### src/rtl/ultrasonido_presencia_pkg.sv
// Shared types and constants for the HC-SR04 presence front-end.
package ultrasonido_pkg;

    typedef enum logic [2:0] {
        WAIT_PERIOD,
        TRIG,
        WAIT_HI,
        MEASURE,
        DONE
    } us_state_t;

    // Round-trip echo time for one centimetre of range.
    localparam int SOUND_US_PER_CM = 58;

    // Echo width in microseconds; TIMEOUT_US must fit in this width.
    localparam int MEAS_W = 16;

    // Width of the optional centimetre readout.
    localparam int CM_W = 9;

    function automatic int cm_to_us(input int cm);
        return cm * SOUND_US_PER_CM;
    endfunction

endpackage

### src/rtl/ultrasonido_presencia_if.sv
// Sensor-side and result signals of ultrasonido_presencia.
// master: the ranging front-end; slave: sensor pin driver / consumer.
// Optional ULTRASONIDO_CM_EN adds dist_cm and cm_valid.
interface ultrasonido_presencia_if;
    import ultrasonido_pkg::*;

    logic              echo;
    logic              trig;
    logic              distancia;
    logic [MEAS_W-1:0] meas_us;
    logic              meas_valid;
    logic              timeout;
`ifdef ULTRASONIDO_CM_EN
    logic [CM_W-1:0]   dist_cm;
    logic              cm_valid;

    modport master (input echo, output trig, distancia, meas_us, meas_valid, timeout,
                    dist_cm, cm_valid);
    modport slave  (output echo, input trig, distancia, meas_us, meas_valid, timeout,
                    dist_cm, cm_valid);
`else
    modport master (input echo, output trig, distancia, meas_us, meas_valid, timeout);
    modport slave  (output echo, input trig, distancia, meas_us, meas_valid, timeout);
`endif

endinterface

### src/rtl/ultrasonido_presencia_tick.sv
// Free-running prescaler: one-cycle tick every DIV clocks (DIV=1 -> every cycle).
module tick_us_gen #(
    parameter int DIV = 50
) (
    input  logic clk,
    input  logic reset,
    output logic o_tick
);
    localparam int            CW   = (DIV > 1) ? $clog2(DIV) : 1;
    localparam logic [CW-1:0] LAST = CW'(DIV - 1);

    logic [CW-1:0] r_cnt;
    logic          r_tick;

    // Count 0..DIV-1 and register the wrap as the tick.
    always_ff @(posedge clk or negedge reset) begin
        if (!reset) begin
            r_cnt  <= '0;
            r_tick <= 1'b0;
        end else begin
            r_tick <= (r_cnt == LAST);
            r_cnt  <= (r_cnt == LAST) ? '0 : r_cnt + 1'b1;
        end
    end

    assign o_tick = r_tick;

endmodule

### src/rtl/ultrasonido_presencia.sv
// HC-SR04 ranging front-end: periodic trigger, echo width in us, and a
// hysteretic, N-sample-confirmed presence flag (distancia).
// Optional macro ULTRASONIDO_CM_EN adds dist_cm/cm_valid (iterative /58).
module ultrasonido_presencia
    import ultrasonido_pkg::*;
#(
    parameter int CLK_HZ     = 50_000_000,
    parameter int TRIG_US    = 10,
    parameter int PERIOD_MS  = 60,
    parameter int TIMEOUT_US = 25000,
    parameter int THRESH_CM  = 30,
    parameter int HYST_CM    = 5,
    parameter int CONFIRM    = 3
) (
    input  logic                    clk,
    input  logic                    reset,
    ultrasonido_presencia_if.master bus
);
    // CLK_HZ is divided first so the product stays inside 32 bits.
    localparam int PERIOD_CYC = (CLK_HZ / 1000) * PERIOD_MS;
    localparam int PER_W      = (PERIOD_CYC > 1) ? $clog2(PERIOD_CYC) : 1;
    localparam int STRK_W     = $clog2(CONFIRM + 1);

    localparam logic [PER_W-1:0]  PER_MAX   = PER_W'(PERIOD_CYC - 1);
    localparam logic [MEAS_W-1:0] TRIG_LAST = MEAS_W'(TRIG_US - 1);
    localparam logic [MEAS_W-1:0] TMO       = MEAS_W'(TIMEOUT_US);
    localparam logic [MEAS_W-1:0] TMO_LAST  = MEAS_W'(TIMEOUT_US - 1);
    localparam logic [MEAS_W-1:0] NEAR_US   = MEAS_W'(cm_to_us(THRESH_CM));
    localparam logic [MEAS_W-1:0] FAR_US    = MEAS_W'(cm_to_us(THRESH_CM + HYST_CM));
    localparam logic [STRK_W-1:0] CONF      = STRK_W'(CONFIRM);

    logic              w_tick;
    logic              r_echo_meta, r_echo_s;
    us_state_t         r_state;
    logic [PER_W-1:0]  r_per;
    logic [MEAS_W-1:0] r_cnt;
    logic [MEAS_W-1:0] r_width;
    logic [STRK_W-1:0] r_near, r_far;
    logic              r_trig, r_dist, r_meas_valid, r_timeout;
    logic [MEAS_W-1:0] r_meas_us;
    logic              w_is_near, w_is_far;
    logic [STRK_W-1:0] w_near_inc, w_far_inc;

    tick_us_gen #(.DIV(CLK_HZ / 1_000_000)) u_tick (
        .clk    (clk),
        .reset  (reset),
        .o_tick (w_tick)
    );

    // Two-flop synchronizer; nothing downstream looks at raw echo.
    always_ff @(posedge clk or negedge reset) begin
        if (!reset) begin
            r_echo_meta <= 1'b0;
            r_echo_s    <= 1'b0;
        end else begin
            r_echo_meta <= bus.echo;
            r_echo_s    <= r_echo_meta;
        end
    end

    // Classification of the finished width and saturating streak increments.
    always_comb begin
        w_is_near  = (r_width < NEAR_US);
        w_is_far   = (r_width >= FAR_US);
        w_near_inc = (r_near == CONF) ? CONF : STRK_W'(r_near + 1'b1);
        w_far_inc  = (r_far == CONF) ? CONF : STRK_W'(r_far + 1'b1);
    end

    // Ranging FSM with registered outputs and presence decision in DONE.
    always_ff @(posedge clk or negedge reset) begin
        if (!reset) begin
            r_state      <= WAIT_PERIOD;
            r_per        <= '0;
            r_cnt        <= '0;
            r_width      <= '0;
            r_near       <= '0;
            r_far        <= '0;
            r_trig       <= 1'b0;
            r_dist       <= 1'b0;
            r_meas_us    <= '0;
            r_meas_valid <= 1'b0;
            r_timeout    <= 1'b0;
        end else begin
            r_meas_valid <= 1'b0;
            // Period counter runs in every state and parks at its terminal value.
            if (r_per != PER_MAX) r_per <= r_per + 1'b1;
            case (r_state)
                WAIT_PERIOD: begin
                    // A lingering echo holds off the next trigger.
                    if (r_per == PER_MAX && !r_echo_s) begin
                        r_state <= TRIG;
                        r_trig  <= 1'b1;
                        r_per   <= '0;
                        r_cnt   <= '0;
                    end
                end
                TRIG: begin
                    if (w_tick) begin
                        if (r_cnt == TRIG_LAST) begin
                            r_state <= WAIT_HI;
                            r_trig  <= 1'b0;
                            r_cnt   <= '0;
                        end else begin
                            r_cnt <= r_cnt + 1'b1;
                        end
                    end
                end
                WAIT_HI: begin
                    // echo_s was low when TRIG was entered, so a high level here is a rise.
                    if (r_echo_s) begin
                        r_state <= MEASURE;
                        r_width <= '0;
                    end else if (w_tick) begin
                        if (r_cnt == TMO_LAST) begin
                            r_state <= DONE;
                            r_width <= TMO;
                        end else begin
                            r_cnt <= r_cnt + 1'b1;
                        end
                    end
                end
                MEASURE: begin
                    if (!r_echo_s) begin
                        r_state <= DONE;
                    end else if (w_tick) begin
                        if (r_width == TMO_LAST) begin
                            r_state <= DONE;
                            r_width <= TMO;
                        end else begin
                            r_width <= r_width + 1'b1;
                        end
                    end
                end
                DONE: begin
                    r_state      <= WAIT_PERIOD;
                    r_meas_us    <= r_width;
                    r_meas_valid <= 1'b1;
                    r_timeout    <= (r_width == TMO);
                    if (w_is_near) begin
                        r_near <= w_near_inc;
                        r_far  <= '0;
                        if (w_near_inc == CONF) r_dist <= 1'b1;
                    end else if (w_is_far) begin
                        r_far  <= w_far_inc;
                        r_near <= '0;
                        if (w_far_inc == CONF) r_dist <= 1'b0;
                    end else begin
                        r_near <= '0;
                        r_far  <= '0;
                    end
                end
                default: r_state <= WAIT_PERIOD;
            endcase
        end
    end

    assign bus.trig       = r_trig;
    assign bus.distancia  = r_dist;
    assign bus.meas_us    = r_meas_us;
    assign bus.meas_valid = r_meas_valid;
    assign bus.timeout    = r_timeout;

`ifdef ULTRASONIDO_CM_EN
    localparam logic [MEAS_W-1:0] CM_STEP = MEAS_W'(SOUND_US_PER_CM);

    logic [MEAS_W-1:0] r_rem;
    logic [CM_W-1:0]   r_q, r_cm;
    logic              r_busy, r_cm_valid;

    // One subtraction of 58 per cycle; result published in one step.
    always_ff @(posedge clk or negedge reset) begin
        if (!reset) begin
            r_rem      <= '0;
            r_q        <= '0;
            r_cm       <= '0;
            r_busy     <= 1'b0;
            r_cm_valid <= 1'b0;
        end else begin
            r_cm_valid <= 1'b0;
            if (r_state == DONE) begin
                r_rem  <= r_width;
                r_q    <= '0;
                r_busy <= 1'b1;
            end else if (r_busy) begin
                if (r_rem >= CM_STEP) begin
                    r_rem <= r_rem - CM_STEP;
                    if (r_q != '1) r_q <= r_q + 1'b1;
                end else begin
                    r_cm       <= r_q;
                    r_cm_valid <= 1'b1;
                    r_busy     <= 1'b0;
                end
            end
        end
    end

    assign bus.dist_cm  = r_cm;
    assign bus.cm_valid = r_cm_valid;
`endif

endmodule

### src/flat_wrapper.sv
// flat-port wrapper written by rule: the top's interface ports become plain ports
module ultrasonido_presencia_flat import ultrasonido_pkg::*;
#(
    parameter int CLK_HZ     = 50_000_000,
    parameter int TRIG_US    = 10,
    parameter int PERIOD_MS  = 60,
    parameter int TIMEOUT_US = 25000,
    parameter int THRESH_CM  = 30,
    parameter int HYST_CM    = 5,
    parameter int CONFIRM    = 3
)
  (clk, reset, bus_echo, bus_trig, bus_distancia, bus_meas_us, bus_meas_valid, bus_timeout);
  ultrasonido_presencia_if bus_i ();
  input  logic clk;
  input  logic reset;
  input wire logic [$bits(bus_i.echo)-1:0] bus_echo;
  output wire logic [$bits(bus_i.trig)-1:0] bus_trig;
  output wire logic [$bits(bus_i.distancia)-1:0] bus_distancia;
  output wire logic [$bits(bus_i.meas_us)-1:0] bus_meas_us;
  output wire logic [$bits(bus_i.meas_valid)-1:0] bus_meas_valid;
  output wire logic [$bits(bus_i.timeout)-1:0] bus_timeout;
  assign bus_i.echo = bus_echo;
  assign bus_trig = bus_i.trig;
  assign bus_distancia = bus_i.distancia;
  assign bus_meas_us = bus_i.meas_us;
  assign bus_meas_valid = bus_i.meas_valid;
  assign bus_timeout = bus_i.timeout;
  ultrasonido_presencia #(.CLK_HZ(CLK_HZ), .TRIG_US(TRIG_US), .PERIOD_MS(PERIOD_MS), .TIMEOUT_US(TIMEOUT_US), .THRESH_CM(THRESH_CM), .HYST_CM(HYST_CM), .CONFIRM(CONFIRM)) u_core (.clk(clk), .reset(reset), .bus(bus_i));
endmodule
### config.mk
export PLATFORM = sky130hd
export DESIGN_NAME = ultrasonido_presencia_flat
export DESIGN_NICKNAME = d
export VERILOG_FILES = /design/src/rtl/ultrasonido_presencia_pkg.sv /design/src/rtl/ultrasonido_presencia_if.sv /design/src/rtl/ultrasonido_presencia_tick.sv /design/src/rtl/ultrasonido_presencia.sv /design/src/flat_wrapper.sv
export SDC_FILE = /design/constraint.sdc
export NUM_CORES = 1
export LEC_CHECK = 0
export ABC_AREA = 1
export CORE_ASPECT_RATIO = 1.25
export CORE_UTILIZATION = 50
export CTS_CLUSTER_SIZE = 16
export DETAILED_ROUTE_END_ITERATION = 8
export PLACE_DENSITY = 0.7
export SKIP_CTS_REPAIR_TIMING = 1
export SYNTH_ARGS = -nofsm -noshare
export SYNTH_HDL_FRONTEND = slang
export SYNTH_SLANG_ARGS = --single-unit
### constraint.sdc
create_clock -name clk -period 1.6 [get_ports clk]
set_clock_uncertainty 0.05 [all_clocks]
set_input_delay 0.32 -clock clk [delete_from_list [all_inputs] [get_ports clk]]
set_output_delay 0.32 -clock clk [all_outputs]
set_load 0.005 [all_outputs]
Yosys cells after proc, flatten, opt, wreduce, memory -nomap -nowiden
Cells that the tools add are included.

operators by class
  reduce and logical (&&, ||, !) cells = 13
  muxes and demuxes = 42
  magnitude comparators = 2
  equality and inequality tests = 28
  $add $sub $neg = 6

operator list
  operator                                                                                count
  16-bit two-way mux                                                                      12
  22-bit two-way mux                                                                      3
  16-bit by 15-bit equality test with 1-bit output (second input constant)                3
  16-bit case mux with 3 select lines                                                     1
  16-bit by 1-bit adder with 16-bit output (second input constant)                        2
  16-bit case mux with 2 select lines                                                     1
  3-bit two-way mux                                                                       9
  22-bit by 1-bit adder with 22-bit output (second input constant)                        1
  22-bit equality test (second input constant)                                            1
  22-bit != test (second input constant)                                                  1
  16-bit by 4-bit equality test with 1-bit output (second input constant)                 1
  16-bit by 11-bit greater-or-equal comparator with 1-bit output (second input constant)  1
  16-bit by 11-bit less-than comparator with 1-bit output (second input constant)         1
  2-bit != test (second input constant)                                                   6
  3-bit case mux with 4 select lines                                                      1
  2-bit two-way mux                                                                       5
  2-bit equality test (second input constant)                                             4
  1-bit two-way mux                                                                       8
  4-bit AND reduction                                                                     2
  2-bit nonzero test                                                                      4
  7-bit AND reduction                                                                     1
  6-bit by 1-bit adder with 6-bit output (second input constant)                          1
  3-bit by 2-bit equality test with 1-bit output (second input constant)                  2
  6-bit equality test (second input constant)                                             1
  other kinds (15)                                                                        19

storage, ports and cells
  input port bits = 3
  register bits = 90

Longest topological paths before layout
Gate-level depths: netlist (run 1).

  depth after elaboration = 6
  gate-level depth with buffers = 12
  gate-level depth less buffers = 12

Hierarchy
A second synthesis (run 1) with hierarchy kept.

unflattened totals
  cell total of the unflattened synthesis = 764
  area, all modules = 5459.0 um^2

modules (own cells, without submodules)
  module                 cells an instance  instances  area each (um^2)
  ultrasonido_presencia  729                1          5136.2
  tick_us_gen            35                 1          322.8

Least setup slack after synthesis (run 1)
OpenSTA, ideal clock, no wires.

  kind = flip-flop to flip-flop
  start = register u_core.r_per[0]
  end = register u_core.r_cnt[11]
  required time = 1427 ps
  arrival = 1495 ps
  slack = -69 ps
  period minus slack after synthesis = 1669 ps
  cell stages (with the launch flop) = 10
  buffers on the path = 1
  path through = dfrtp_1 ha_1 nand3_4 nor2_4 nand4_2 nand2_4 nand3_4 buf_6 nand2_2 o21ai_2

on the way
  longest elaborated chain between the ends = 4

RTL lines
  what                                                       RTL line                      text
  start: declaration                                         ultrasonido_presencia.sv:35   logic [PER_W-1:0] r_per;
  start signal: assignment                                   ultrasonido_presencia.sv:86   if (r_per != PER_MAX) r_per <= r_per + 1'b1;
  22-bit equality test                                       ultrasonido_presencia.sv:90   if (r_per == PER_MAX && !r_echo_s) begin
  1-bit logical AND                                          ultrasonido_presencia.sv:90
  2-bit by 1-bit != test with 1-bit output (no source line)  n/a
  6-bit AND reduction (no source line)                       n/a
  end signal: assignment                                     ultrasonido_presencia.sv:104  r_cnt <= r_cnt + 1'b1;
  end signal: assignment                                     ultrasonido_presencia.sv:118  r_cnt <= r_cnt + 1'b1;
  end: declaration                                           ultrasonido_presencia.sv:36   logic [MEAS_W-1:0] r_cnt;

No other way between the ends.
A chain may end at the register's enable or synchronous reset.

Worst setup path after layout (run 1)
  start = register u_core.r_per[0]
  end = register u_core.r_cnt[12]

Same word-level chain as after synthesis.

==> results of run 1 <==
==> cell type report <==
type                       instances  area [um^2]  area share
clock inverter                     5         38.8     0.00535
timing repair buffer             148         1290       0.179
tap                              129          161      0.0223
clock buffer                      11          243      0.0335
sequential                        90         2250       0.311
multi-input combinational        513         2900       0.401
inverter                          93          352      0.0485
==> metrics by stage <==
step           setup WS, ns  hold slack (ns)
2_1_floorplan       -0.0437          -0.0256
3_3_place_gp        -0.0834            0.327
3_5_place_dp         -0.148            0.299
4_1_cts              -0.172          -0.0108
5_1_grt              -0.230           0.0147
6_report             -0.146          -0.0512
==> logic make-up (layout without fill, tap and decap cells) <==
group | count (synthesis) | after routing | synth area share
XOR/XNOR | 16 | 16 | 0.0266
AND/OR/NAND/NOR | 388 | 388 | 0.333
adder cells (fa/ha/maj) | 8 | 8 | 0.0190
buffers and inverters | 107 | 257 | 0.0823
AO/OA/AOI/OAI | 101 | 101 | 0.112
flip-flops | 90 | 90 | 0.427
==> registers in the layout (all words and copies together), names as in the netlist <==
signal,flops
u_core.bus.distancia,1
u_core.bus.meas_us,16
u_core.bus.meas_valid,1
u_core.bus.timeout,1
u_core.bus.trig,1
u_core.r_cnt,16
u_core.r_echo_meta,1
u_core.r_echo_s,1
u_core.r_far,2
u_core.r_near,2
u_core.r_per,22
u_core.r_state,3
u_core.r_width,16
u_core.u_tick.o_tick,1
u_core.u_tick.r_cnt,6
==> worst max path at each step <==
stage | from | to | slack, ns | cells after the start
floorplan | u_core.r_per[1] | u_core.r_cnt[11] | -0.04 | 9
global placement | u_core.r_per[12] | u_core.r_cnt[3] | -0.08 | 10
detailed placement | u_core.r_per[12] | u_core.r_cnt[1] | -0.15 | 10
CTS | u_core.r_per[12] | u_core.r_cnt[6] | -0.17 | 10
global route | u_core.r_cnt[8] | u_core.r_width[6] | -0.23 | 11
finish | u_core.r_per[0] | u_core.r_cnt[12] | -0.15 | 10
==> cells in the final DEF (no fill, tap or decap), types with 12 or more instances in the layout <==
cell type / netlist / layout
o21ai_2: 8 / 13
nor2_1: 79 / 67
nand4_1: 14 / 14
buf_4: 1 / 114
inv_2: 7 / 12
dfrtp_1: 90 / 89
nand2_1: 191 / 167
a21oi_1: 20 / 19
o21ai_0: 46 / 36
inv_1: 86 / 80
nand3_1: 45 / 41
nand2_2: 6 / 27
==> layer usage <==
layer  global-route usage  wire, um  up-vias
li1                     -         -     2583
met1                0.285      5540     2451
met2                0.461      7300      117
met3               0.0291       414       37
met4                0.131       448        0
met5                    0         0        -
==> power groups by stage <==
| stage | Sequential [mW] | Clock, mW | Combinational [mW] |
|---|---|---|---|
| 6_report | 2.28 | 2.01 | 0.0621 |
| 5_1_grt | 2.28 | 2.12 | 0.0740 |
| 4_1_cts | 2.28 | 2.05 | 0.0662 |
| 3_5_place_dp | 2.32 | 0 | 0.0663 |
| 3_3_place_gp | 2.32 | 0 | 0.0657 |
| 2_1_floorplan | 2.32 | 0 | 0.00766 |
==> critical path, stage by stage (launching register included) <==
cell and delay, ns:
dfrtp_1 0.39, ha_4 0.16, nand3_4 0.08, nor2_4 0.15, nand4_4 0.15, nand2_4 0.09
buf_4 0.11, nand3_4 0.12, clkbuf_16 0.21, nand2_2 0.06, o21ai_2 0.04
==> metrics.csv, run 1 <==
metric;value;unit
Primary FF master, synth;dfrtp_1;
Fin. Hold Viols;56;
Post-Place Cells;960;
initial core utilization;0.519;
Power Total;4.35;mW
MaxCap Viol Count;0;
vias post-DR;5188;
Worst Setup Path Type;flop to flop;
Area after DPL;6470;um^2
Syn Area/Cell;7.43;um^2
Routability Congestion;0.917;
maximum clock path buffer count;2;
fin area;7240;um^2
switching part of the total;0.220;
clock share of power;0.462;
Detailed Route Iter0 Violations;307;
DRT antenna net count;0;
Slew headroom;0.664;
utilization after layout;0.713;
Initial DRT Pass Iterations;5;
DIE HEIGHT;117;um
Comb power frac;0.014;
area leader, netlist;dfrtp_1;
GR Overflow Total;0;
Worst EP required;1.78;ns
register-to-register setup slack;-0.15;ns
die width;93.9;um
share of total power in sequential cells;0.524;
DR WL/cell;13.9;um
RSZ-0062 raised after global routing;true;
Core ar.;10200;um^2
reg-to-reg startpoint;u_core.r_per[0];
largest cells by area after synthesis;dfrtp_1 43%, nand2_1 14%, inv_1 6.1%;
max-slew violations;0;
Final setup viols;33;
worst-margin pin slew;0.504;ns
Period Utilization, post-route;1.09;
antenna diode count;0;
Post-Syn Instances;710;
Clock transition at path regs;0.07;ns
clk sinks;90;
Routed Wire Length;13.7;mm
setup TNS;-3.13;ns
worst-skew pair later-pin latency;0.34;ns
#FFs+latches synth;90;
r2r worst-path depth;10;
CTS Buf Count;9;
Netlist cell types;45;
RR Endpoint;u_core.r_cnt[12];
largest net degree at the start of global routing;91;
Peak Freq;573;MHz
WP data arrival;1.93;ns
status;finished with violations;
vias per cell;5.25;
Synth Net Count;721;
root buffer cell;clkbuf_16;
hpwl dp;9.56;mm
Peak VDD IR;693;uV
CTS tree;built;
Switching Power;959;uW
final period demand of the worst path;1.75;ns
internal power;3.39;mW
Commonest cells post-synth;191 x nand2_1, 90 x dfrtp_1, 86 x inv_1, 79 x nor2_1, 46 x o21ai_0;
Synth Cell Area;5280;um^2
Final Net Count;866;
asr flop ratio synth;1.00;
hold slack;-0.0512;ns
H-tree lvl count;3;
fill cell count;788;
Core Rows;41;
post-route insts no fill;989;
area of the die;11000;um^2
number of global-route vias before repair;4927;
Port Buffers;22;
count leader, synth;nand2_1;
P_leak;3.71;nW
global-route wire length before repair;21.6;mm
P&R area growth vs syn;37.3;%
Critical Path Sink Type;flop;
CP Max Fanout;12;
I/O pins;23;
PwrDens;601;nW/um^2
YS warnings;0;
gr usage total;0.251;
violations in the final reports;negative hold slack, negative setup slack;
initial antenna violation count;0;
number of synthesized flops with an enable pin;0;
Final WS setup;-0.146;ns
Setup crit start kind;flop;
Hold/Removal Path Class;input port to asynchronous set/reset pin;
share of cells above drive strength 1;0.297;
Synth top area share;0.427;
Seq/Total Area, Yosys;0.427;
drt drc;0;
(Power assumes the default switching activity.)
==> run 2: changes to the inputs <==
--- a/config.mk
+++ b/config.mk
@@ -12,6 +12,7 @@
 export DETAILED_ROUTE_END_ITERATION = 8
 export PLACE_DENSITY = 0.7
 export SKIP_CTS_REPAIR_TIMING = 1
+export SKIP_LAST_GASP = 1
 export SYNTH_ARGS = -nofsm -noshare
 export SYNTH_HDL_FRONTEND = slang
 export SYNTH_SLANG_ARGS = --single-unit
==> metrics.csv, run 2 (synthesis gave the netlist of run 1 again) <==
metric;value;unit;change
status;finished with violations;;unchanged
violations in the final reports;negative hold slack, negative setup slack;;unchanged
Period Utilization, post-route;1.09;;about the same
max reg flops;22;;unchanged
RR Endpoint;u_core.r_cnt[12];;unchanged
global-route wire length before repair;21.6;mm;unchanged
Final Net Count;866;;unchanged
Core ar.;10200;um^2;unchanged
vias post-DR;5163;;was 5188
Post-Place Cells;960;;unchanged
fill cell count;794;;was 788
Worst EP required;1.78;ns;about the same
H-tree lvl count;3;;unchanged
register-to-register setup slack;-0.14;ns;was -0.15 ns
DRT antenna net count;0;;unchanged
Critical Path Sink Type;flop;;unchanged
internal power;3.39;mW;about the same
switching part of the total;0.220;;about the same
worst-margin pin slew;0.502;ns;was 0.504 ns
r2r worst-path depth;10;;unchanged
hold slack;-0.0434;ns;was -0.0512 ns
maximum clock path buffer count;2;;unchanged
Final setup viols;34;;was 33
DR WL/cell;13.8;um;was 13.9 um
Port Buffers;22;;unchanged
Setup crit start kind;flop;;unchanged
area of the die;11000;um^2;unchanged
reg-to-reg startpoint;u_core.r_per[0];;unchanged
largest net degree at the start of global routing;91;;unchanged
worst-skew pair later-pin latency;0.34;ns;about the same
Fin. Hold Viols;75;;was 56
Routability Congestion;0.917;;unchanged
die width;93.9;um;unchanged
Peak Freq;574;MHz;was 573 MHz
MaxCap Viol Count;0;;unchanged
Initial DRT Pass Iterations;7;;was 5
Worst Setup Path Type;flop to flop;;unchanged
P&R area growth vs syn;36.6;%;was 37.3%
area of the multi-input gates;2870;um^2;was 2900 um^2
final period demand of the worst path;1.74;ns;was 1.75 ns
DIE HEIGHT;117;um;unchanged
WP data arrival;1.92;ns;was 1.93 ns
Slew headroom;0.665;;was 0.664
sequential cell area;2250;um^2;unchanged
most common cell after layout, fill and taps aside;nand2_1;;unchanged
post-route insts no fill;989;;unchanged
max-slew violations;0;;unchanged
PwrDens;604;nW/um^2;was 601 nW/um^2
CP Max Fanout;12;;unchanged
Area after DPL;6470;um^2;unchanged
antenna diode count;0;;unchanged
leading cell types in the layout, fill and taps excluded;173 x nand2_1, 114 x buf_4, 89 x dfrtp_1;;was 167 x nand2_1, 114 x buf_4, 89 x dfrtp_1
Top reg by flops;u_core.r_per;;unchanged
Routed Wire Length;13.7;mm;about the same
root buffer cell;clkbuf_16;;unchanged
clock share of power;0.461;;was 0.462
gr usage total;0.251;;unchanged
Clock transition at path regs;0.07;ns;about the same
vias per cell;5.22;;was 5.25
utilization after layout;0.710;;was 0.713
initial core utilization;0.519;;unchanged
share of cells above drive strength 1;0.286;;was 0.297
Comb power frac;0.014;;about the same
CTS Buf Count;9;;unchanged
fin area;7210;um^2;was 7240 um^2
Hold/Removal Path Class;input port to asynchronous set/reset pin;;unchanged
share of total power in sequential cells;0.524;;about the same
Core Rows;41;;unchanged
I/O pins;23;;unchanged
setup TNS;-3.10;ns;was -3.13 ns
initial antenna violation count;0;;unchanged
Switching Power;955;uW;was 959 uW
number of global-route vias before repair;4927;;unchanged
CTS tree;built;;unchanged
hpwl dp;9.56;mm;unchanged
clk sinks;90;;unchanged
drt drc;0;;unchanged
Peak VDD IR;692;uV;was 693 uV
RSZ-0062 raised after global routing;true;;unchanged
Final WS setup;-0.143;ns;was -0.146 ns
GR Overflow Total;0;;unchanged
P_leak;3.70;nW;was 3.71 nW
Detailed Route Iter0 Violations;312;;was 307
==> run 2: changes by cell type in the layout (fill, tap and decap cells not counted) <==
cell / delta
nor2_1: +1
o21ai_2: -1
o21ai_4: -1
nor2_4: -1
nand2_2: -6
nand2_1: +6
o21ai_0: +2
==> run 2: area by class of cell <==
class | instances | area share
multi-input combinational | 513 | 0.398
sequential | 90 | 0.313
timing repair buffer | 148 | 0.180
inverter | 93 | 0.0488
clock buffer | 11 | 0.0337
tap | 129 | 0.0224
clock inverter | 5 | 0.00538
==> run 2: power groups by stage <==
| stage | registers, mW | clock network, mW | logic [mW] |
|---|---|---|---|
| final | 2.28 | 2.01 | 0.0620 |
| after global routing | 2.28 | 2.12 | 0.0739 |
| after CTS | 2.28 | 2.05 | 0.0662 |
| after detailed placement | 2.32 | 0 | 0.0663 |
| after global placement | 2.32 | 0 | 0.0657 |
| after floorplan | 2.32 | 0 | 0.00766 |
==> run 2: critical path, cell delays in order (launching register included) <==
cell and delay (ns):
dfrtp_1 0.39, ha_4 0.16, nand3_4 0.08, nor2_4 0.15
nand4_4 0.15, nand2_4 0.09, buf_4 0.11, nand3_4 0.12
clkbuf_16 0.21, nand2_2 0.06, o21ai_2 0.04
==> run 2: metrics by stage <==
step	power, mW	setup WS (ns)	hold slack, ns
2_1_floorplan	2.33	-0.0437	-0.0256
3_3_place_gp	2.39	-0.0834	0.327
3_5_place_dp	2.39	-0.148	0.299
4_1_cts	4.40	-0.172	-0.0108
5_1_grt	4.47	-0.223	0.0146
6_report	4.35	-0.143	-0.0434
==> run 2: how the worst max path moves through the flow <==
stage | from | to | slack, ns | cells past startpoint
after floorplan | u_core.r_per[1] | u_core.r_cnt[11] | -0.04 | 9
after global placement | u_core.r_per[12] | u_core.r_cnt[3] | -0.08 | 10
after detailed placement | u_core.r_per[12] | u_core.r_cnt[1] | -0.15 | 10
after CTS | u_core.r_per[12] | u_core.r_cnt[6] | -0.17 | 10
after global routing | u_core.r_cnt[0] | u_core.r_width[6] | -0.22 | 12
final | u_core.r_per[0] | u_core.r_cnt[12] | -0.14 | 10
==> run 2: per-layer routing <==
| metal | track usage | wire length, um |
|---|---|---|
| met5 | 0 | 0 |
| met2 | 0.461 | 7240 |
| met1 | 0.285 | 5560 |
| met4 | 0.131 | 447 |
| met3 | 0.0291 | 399 |
